### config.mk
export PLATFORM = sky130hd
export DESIGN_NAME = hazard_ctrl
export DESIGN_NICKNAME = d
export VERILOG_FILES = /design/src/rtl/hazard_ctrl.sv
export SDC_FILE = /design/constraint.sdc
export NUM_CORES = 1
export LEC_CHECK = 0
export BUFFER_PORTS_ARGS = -buffer_cell sky130_fd_sc_hd__buf_2
export CORE_ASPECT_RATIO = 1.4
export CORE_MARGIN = 2
export CORE_UTILIZATION = 56
export DETAILED_ROUTE_END_ITERATION = 10
export GPL_TIMING_DRIVEN = 1
export PLACE_DENSITY = 0.86
export SYNTH_ARGS = -nofsm -noshare
export SYNTH_HDL_FRONTEND = slang
export SYNTH_SLANG_ARGS = --single-unit
### constraint.sdc
create_clock -name clk -period 4.7 [get_ports clk]
set_clock_uncertainty 0.1 [all_clocks]
set_input_delay 1.175 -clock clk [delete_from_list [all_inputs] [get_ports clk]]
set_output_delay 1.175 -clock clk [all_outputs]
set_load 0.03 [all_outputs]
### src/rtl/hazard_ctrl.sv
// Hazard controller for the 5-stage core: shadow EX/MEM/WB dest flags, forwarding selects, ID bypass, load-use stall, hold freeze.
// Optional stall performance counter is compiled in when HAZARD_PERF_EN is defined.
module hazard_ctrl #(
  parameter int AW = 5
) (
  input  logic          clk,
  input  logic          rst,
  input  logic          hold,
  input  logic          id_valid,
  input  logic [AW-1:0] id_rs,
  input  logic [AW-1:0] id_rt,
  input  logic          id_useRs,
  input  logic          id_useRt,
  input  logic [AW-1:0] id_wrAddr,
  input  logic          id_regWrite,
  input  logic          id_memtoReg,
  output logic          pcWrite,
  output logic          ifidWrite,
  output logic          idexBubble,
  output logic          pipeWrite,
  output logic [1:0]    fwdA,
  output logic [1:0]    fwdB,
  output logic          idBypA,
  output logic          idBypB,
  output logic [31:0]   stallCount
);

  typedef enum logic {S_RUN = 1'b0, S_HOLD = 1'b1} state_t;

  state_t        state_q, state_d;
  logic [AW-1:0] ex_rs_q, ex_rs_d, ex_rt_q, ex_rt_d, ex_wr_q, ex_wr_d;
  logic          ex_use_rs_q, ex_use_rs_d, ex_use_rt_q, ex_use_rt_d;
  logic          ex_rw_q, ex_rw_d, ex_mtr_q, ex_mtr_d;
  logic [AW-1:0] mem_wr_q, mem_wr_d, wb_wr_q, wb_wr_d;
  logic          mem_rw_q, mem_rw_d, mem_mtr_q, mem_mtr_d, wb_rw_q, wb_rw_d;
  logic          freeze, lu, ex_load;

  function automatic logic [1:0] fwd_sel(input logic use_r, input logic [AW-1:0] r,
                                         input logic [AW-1:0] m_wr, input logic m_rw, input logic m_mtr,
                                         input logic [AW-1:0] w_wr, input logic w_rw);
    fwd_sel = 2'b00;
    if (use_r && m_rw && m_wr != '0 && m_wr == r && !m_mtr) fwd_sel = 2'b01;
    else if (use_r && w_rw && w_wr != '0 && w_wr == r)       fwd_sel = 2'b10;
  endfunction

  always_comb begin
    state_d = state_q;
    case (state_q)
      S_RUN:   if (hold)  state_d = S_HOLD;
      S_HOLD:  if (!hold) state_d = S_RUN;
      default: state_d = S_RUN;
    endcase
    // hold acts in the cycle it is raised, so the freeze follows the next state
    freeze  = (state_d == S_HOLD);
    ex_load = ex_rw_q && ex_mtr_q && (ex_wr_q != '0);
    lu      = id_valid && ex_load &&
              ((id_useRs && ex_wr_q == id_rs) || (id_useRt && ex_wr_q == id_rt));

    pcWrite    = 1'b0;
    ifidWrite  = 1'b0;
    pipeWrite  = 1'b0;
    idexBubble = 1'b1;
    fwdA       = 2'b00;
    fwdB       = 2'b00;
    idBypA     = 1'b0;
    idBypB     = 1'b0;
    if (rst) begin
      idexBubble = 1'b0;
      if (!freeze) begin
        pipeWrite  = 1'b1;
        pcWrite    = !lu;
        ifidWrite  = !lu;
        idexBubble = lu;
      end
      fwdA   = fwd_sel(ex_use_rs_q, ex_rs_q, mem_wr_q, mem_rw_q, mem_mtr_q, wb_wr_q, wb_rw_q);
      fwdB   = fwd_sel(ex_use_rt_q, ex_rt_q, mem_wr_q, mem_rw_q, mem_mtr_q, wb_wr_q, wb_rw_q);
      idBypA = id_useRs && wb_rw_q && wb_wr_q != '0 && wb_wr_q == id_rs;
      idBypB = id_useRt && wb_rw_q && wb_wr_q != '0 && wb_wr_q == id_rt;
    end

    ex_rs_d = ex_rs_q;  ex_rt_d = ex_rt_q;  ex_wr_d = ex_wr_q;
    ex_use_rs_d = ex_use_rs_q;  ex_use_rt_d = ex_use_rt_q;
    ex_rw_d = ex_rw_q;  ex_mtr_d = ex_mtr_q;
    mem_wr_d = mem_wr_q;  mem_rw_d = mem_rw_q;  mem_mtr_d = mem_mtr_q;
    wb_wr_d = wb_wr_q;  wb_rw_d = wb_rw_q;
    if (pipeWrite) begin
      wb_wr_d   = mem_wr_q;
      wb_rw_d   = mem_rw_q;
      mem_wr_d  = ex_wr_q;
      mem_rw_d  = ex_rw_q;
      mem_mtr_d = ex_mtr_q;
      if (idexBubble || !id_valid) begin
        ex_rs_d = '0;  ex_rt_d = '0;  ex_wr_d = '0;
        ex_use_rs_d = 1'b0;  ex_use_rt_d = 1'b0;
        ex_rw_d = 1'b0;  ex_mtr_d = 1'b0;
      end else begin
        ex_rs_d = id_rs;  ex_rt_d = id_rt;  ex_wr_d = id_wrAddr;
        ex_use_rs_d = id_useRs;  ex_use_rt_d = id_useRt;
        ex_rw_d = id_regWrite;  ex_mtr_d = id_memtoReg;
      end
    end
  end

  always_ff @(posedge clk) begin
    if (!rst) begin
      state_q <= S_RUN;
      ex_rs_q <= '0;  ex_rt_q <= '0;  ex_wr_q <= '0;
      ex_use_rs_q <= 1'b0;  ex_use_rt_q <= 1'b0;
      ex_rw_q <= 1'b0;  ex_mtr_q <= 1'b0;
      mem_wr_q <= '0;  mem_rw_q <= 1'b0;  mem_mtr_q <= 1'b0;
      wb_wr_q <= '0;  wb_rw_q <= 1'b0;
    end else begin
      state_q <= state_d;
      ex_rs_q <= ex_rs_d;  ex_rt_q <= ex_rt_d;  ex_wr_q <= ex_wr_d;
      ex_use_rs_q <= ex_use_rs_d;  ex_use_rt_q <= ex_use_rt_d;
      ex_rw_q <= ex_rw_d;  ex_mtr_q <= ex_mtr_d;
      mem_wr_q <= mem_wr_d;  mem_rw_q <= mem_rw_d;  mem_mtr_q <= mem_mtr_d;
      wb_wr_q <= wb_wr_d;  wb_rw_q <= wb_rw_d;
    end
  end

`ifdef HAZARD_PERF_EN
  logic [31:0] stall_cnt_q, stall_cnt_d;

  always_comb begin
    stall_cnt_d = stall_cnt_q;
    if (!freeze && lu && stall_cnt_q != 32'hFFFF_FFFF) stall_cnt_d = stall_cnt_q + 32'd1;
  end

  always_ff @(posedge clk) begin
    if (!rst) stall_cnt_q <= '0;
    else      stall_cnt_q <= stall_cnt_d;
  end

  assign stallCount = stall_cnt_q;
`else
  assign stallCount = 32'h0;
`endif

endmodule
==> qor.csv <==
stage,metric,value,unit
synthesis,synth_edf_count,0,
critical_path,critPathMaxStageDelay,0.37,ns
global_route,grt_overflow,0,
clock_network,cts-resized-gates,0,
clock_network,hold_buffers,0,
global_route,antenna_found_initial,0,
clock_network,cts_tree,yes,
clock_network,clock-sinks,32,
clock_network,clk_path_buf_depth,2,
critical_path,slowest_stage,nor4_1,
sta,finalSetupViolCount,0,
status,status,completed,
die,die_h,78.18,um
critical_path,end_kind,output pin,
synthesis,netlist_area,2201,um^2
job,cap_violations,0,
finish,antenna_cells,0,
synthesis,async_reset_ff_frac,0,
die,die_w,56.99,um
critical_path,critical_path_class,in2out,
placed_design,place.gp.congestion,0.9569,
die,num_io_pins,65,
die,rows,27,
power,ir_drop,0.3153,mV
synthesis,synth_seq_cells,32,
clock_network,cts_inserted_buffers,5,
clock_network,root_buffer,clkbuf_8,
finish,nFillCells,332,
detailed_routing,firstDrtPassIters,4,
clock_network,insertion_delay,0.29,ns
detailed_routing,post_drt_wl_per_cell,15.67,um
detailed_routing,route.vias.total,1743,
critical_path,crit_top_cell,buf_2,
finish,final_nets,287,
sta,fin_crit,4.044,ns
synthesis,ys_seq_area_frac,0.2911,
sta,period_share,0.8604,
synthesis,ys_warn_count,0,
detailed_routing,drt_iter0_drc,49,
clock_network,cts.clk_slew.worst_paths,0.06,ns
global_route,grt_pass1_vias,1569,
placed_design,io_buffers,32,
power,p_leak,1.197,nW
worst_hold_path,hold_path_class,reg2reg,
finish,register_area,640.6,um^2
detailed_routing,viasPerCell,5.659,
detailed_routing,wl,4.827,mm
sta,worst_pin_slew,0.7765,ns
sta,fmax,247.3,MHz
sta,tns,0,ns
critical_path,crit_chain,buf_2 -> xor2_1 -> nor4_1 -> a32oi_1 -> o31ai_1 -> buf_2,
synthesis,synth_flop_cell,dfxtp_1,
power,powerDensity,303.6,nW/um^2
sta,max_slew_margin,0.4823,
sta,drv_slew,0,
finish,multi_input_area,1344,um^2
synthesis,syn_inst,242,
finish,layout-drive-gt1-share,0.2151,
global_route,grt_pass1_wl,7.672,mm
critical_path,critPathLaunchType,input port,
power,total_power,707.0,uW
die,die-area,4455,um^2
clock_network,h-tree-depth,2,
critical_path,worstPathMaxFanout,9,
clock_network,post_cts_buffers,0,
global_route,grt_max_degree,21,
global_route,grt.total_usage,0.2238,
die,fp.coreArea,3851,um^2
finish,area_growth_syn_to_layout,5.799,%
placed_design,dp_hpwl,3.517,mm
sta,grt_setup_unrepaired,no,
synthesis,avgSynthCellArea,9.094,um^2
detailed_routing,ant_nets,0,
detailed_routing,drc_errors,0,
critical_path,crit_required,3.42,ns
die,start_util,0.5715,
synthesis,synth_cell_types,27,
critical_path,cp.arrival,2.77,ns
sta,hold_viol,0,
[kinds of logic (layout without fill, tap and decap cells)]
| logic type | count (synthesis) | in the layout | synth area share |
|---|---|---|---|
| simple gates | 61 | 61 | 0.1660 |
| buf+inv | 51 | 43 | 0.1512 |
| compound gates | 44 | 44 | 0.1717 |
| xor+xnor | 40 | 40 | 0.1592 |
| flops | 32 | 32 | 0.2911 |
| mux | 13 | 13 | 0.05912 |
| other cells | 1 | 32 | 0.001704 |
[cell type report]
type                    count  share of cell area
clock buffers               6             0.03117
clock inverters             2             0.01505
multi-input cells         190              0.5771
repair buffers             35             0.07845
flip-flops and latches     32              0.2751
well taps                  43             0.02311
[worst max-delay path, delay by kind of cell]
kind                   cells  cell delay (ns)
AO/OA/AOI/OAI              2             0.72
AND/OR/NAND/NOR            1             0.37
buffers and inverters      2             0.36
XOR/XNOR                   1             0.14
[power breakdown]
part,switching (mW),internal (mW)
Sequential,0.0215,0.287
Combinational,0.0824,0.0553
Clock,0.104,0.157
Total,0.208,0.499
[Yosys cell counts, drive strengths merged, types with 2 or more instances]
cell type | number | share of area
or4 | 3 | 0.010
nor4 | 4 | 0.011
nand3 | 2 | 0.0045
xor2 | 16 | 0.064
mux2i | 13 | 0.059
nor2b | 15 | 0.043
a21o | 19 | 0.073
nor3 | 6 | 0.014
dfxtp | 32 | 0.29
nand2 | 4 | 0.0068
a22o | 19 | 0.076
and3 | 19 | 0.054
nand4 | 4 | 0.011
buf | 37 | 0.13
clkbuf | 14 | 0.024
xnor2 | 24 | 0.096
and2 | 4 | 0.011
[placed cells by master (no fill, tap or decap), types with 6 or more instances in the layout]
cell / instances
conb_1: 32
dfxtp_1: 32
buf_2: 32
xnor2_1: 24
and3_1: 19
a22o_1: 19
xor2_1: 16
nor2b_1: 15
a21o_2: 14
mux2i_1: 13
nor3_1: 6
[metal layers]
metal,global-route usage,wire length [um]
met1,0.2732,1947
met5,0,0
met3,0.04119,297
met2,0.3747,2413
met4,0.1047,169
[metrics by stage]
step                      worst slack (ns)    util  instances  hold slack (ns)  area (um^2)
after CTS                           0.6529  0.6046        308           0.4285         2328
after detailed placement            0.6612  0.5767        300           0.4150         2221
after global routing                0.5739  0.6046        308           0.4734         2328
final                               0.6563  0.6046        308           0.4205         2328
after floorplan                     0.8974       -        273           0.3863         2317
after global placement              0.7502  0.5767        300           0.4080         2221
[path summary, 6_finish.rpt]
path              slack (ns)                 endpoint  cells past startpoint                    start
setup / recovery        0.66               idexBubble                      6                 id_rt[4]
hold / removal          0.42     wb_rw_q$_SDFFE_PN0P_                      2     wb_rw_q$_SDFFE_PN0P_
setup reg to reg        2.63  ex_rs_q[2]$_SDFFE_PN0P_                      5  ex_wr_q[0]$_SDFFE_PN0P_
hold reg to reg         0.42     wb_rw_q$_SDFFE_PN0P_                      2     wb_rw_q$_SDFFE_PN0P_
[state kept, by name, indices dropped and copies added, names as in the netlist]
register / flops
mem_wr_q: 5
ex_use_rt_q: 1
wb_rw_q: 1
ex_rw_q: 1
ex_wr_q: 5
ex_use_rs_q: 1
mem_mtr_q: 1
mem_rw_q: 1
ex_mtr_q: 1
ex_rs_q: 5
ex_rt_q: 5
wb_wr_q: 5
(Power assumes the default switching activity.)
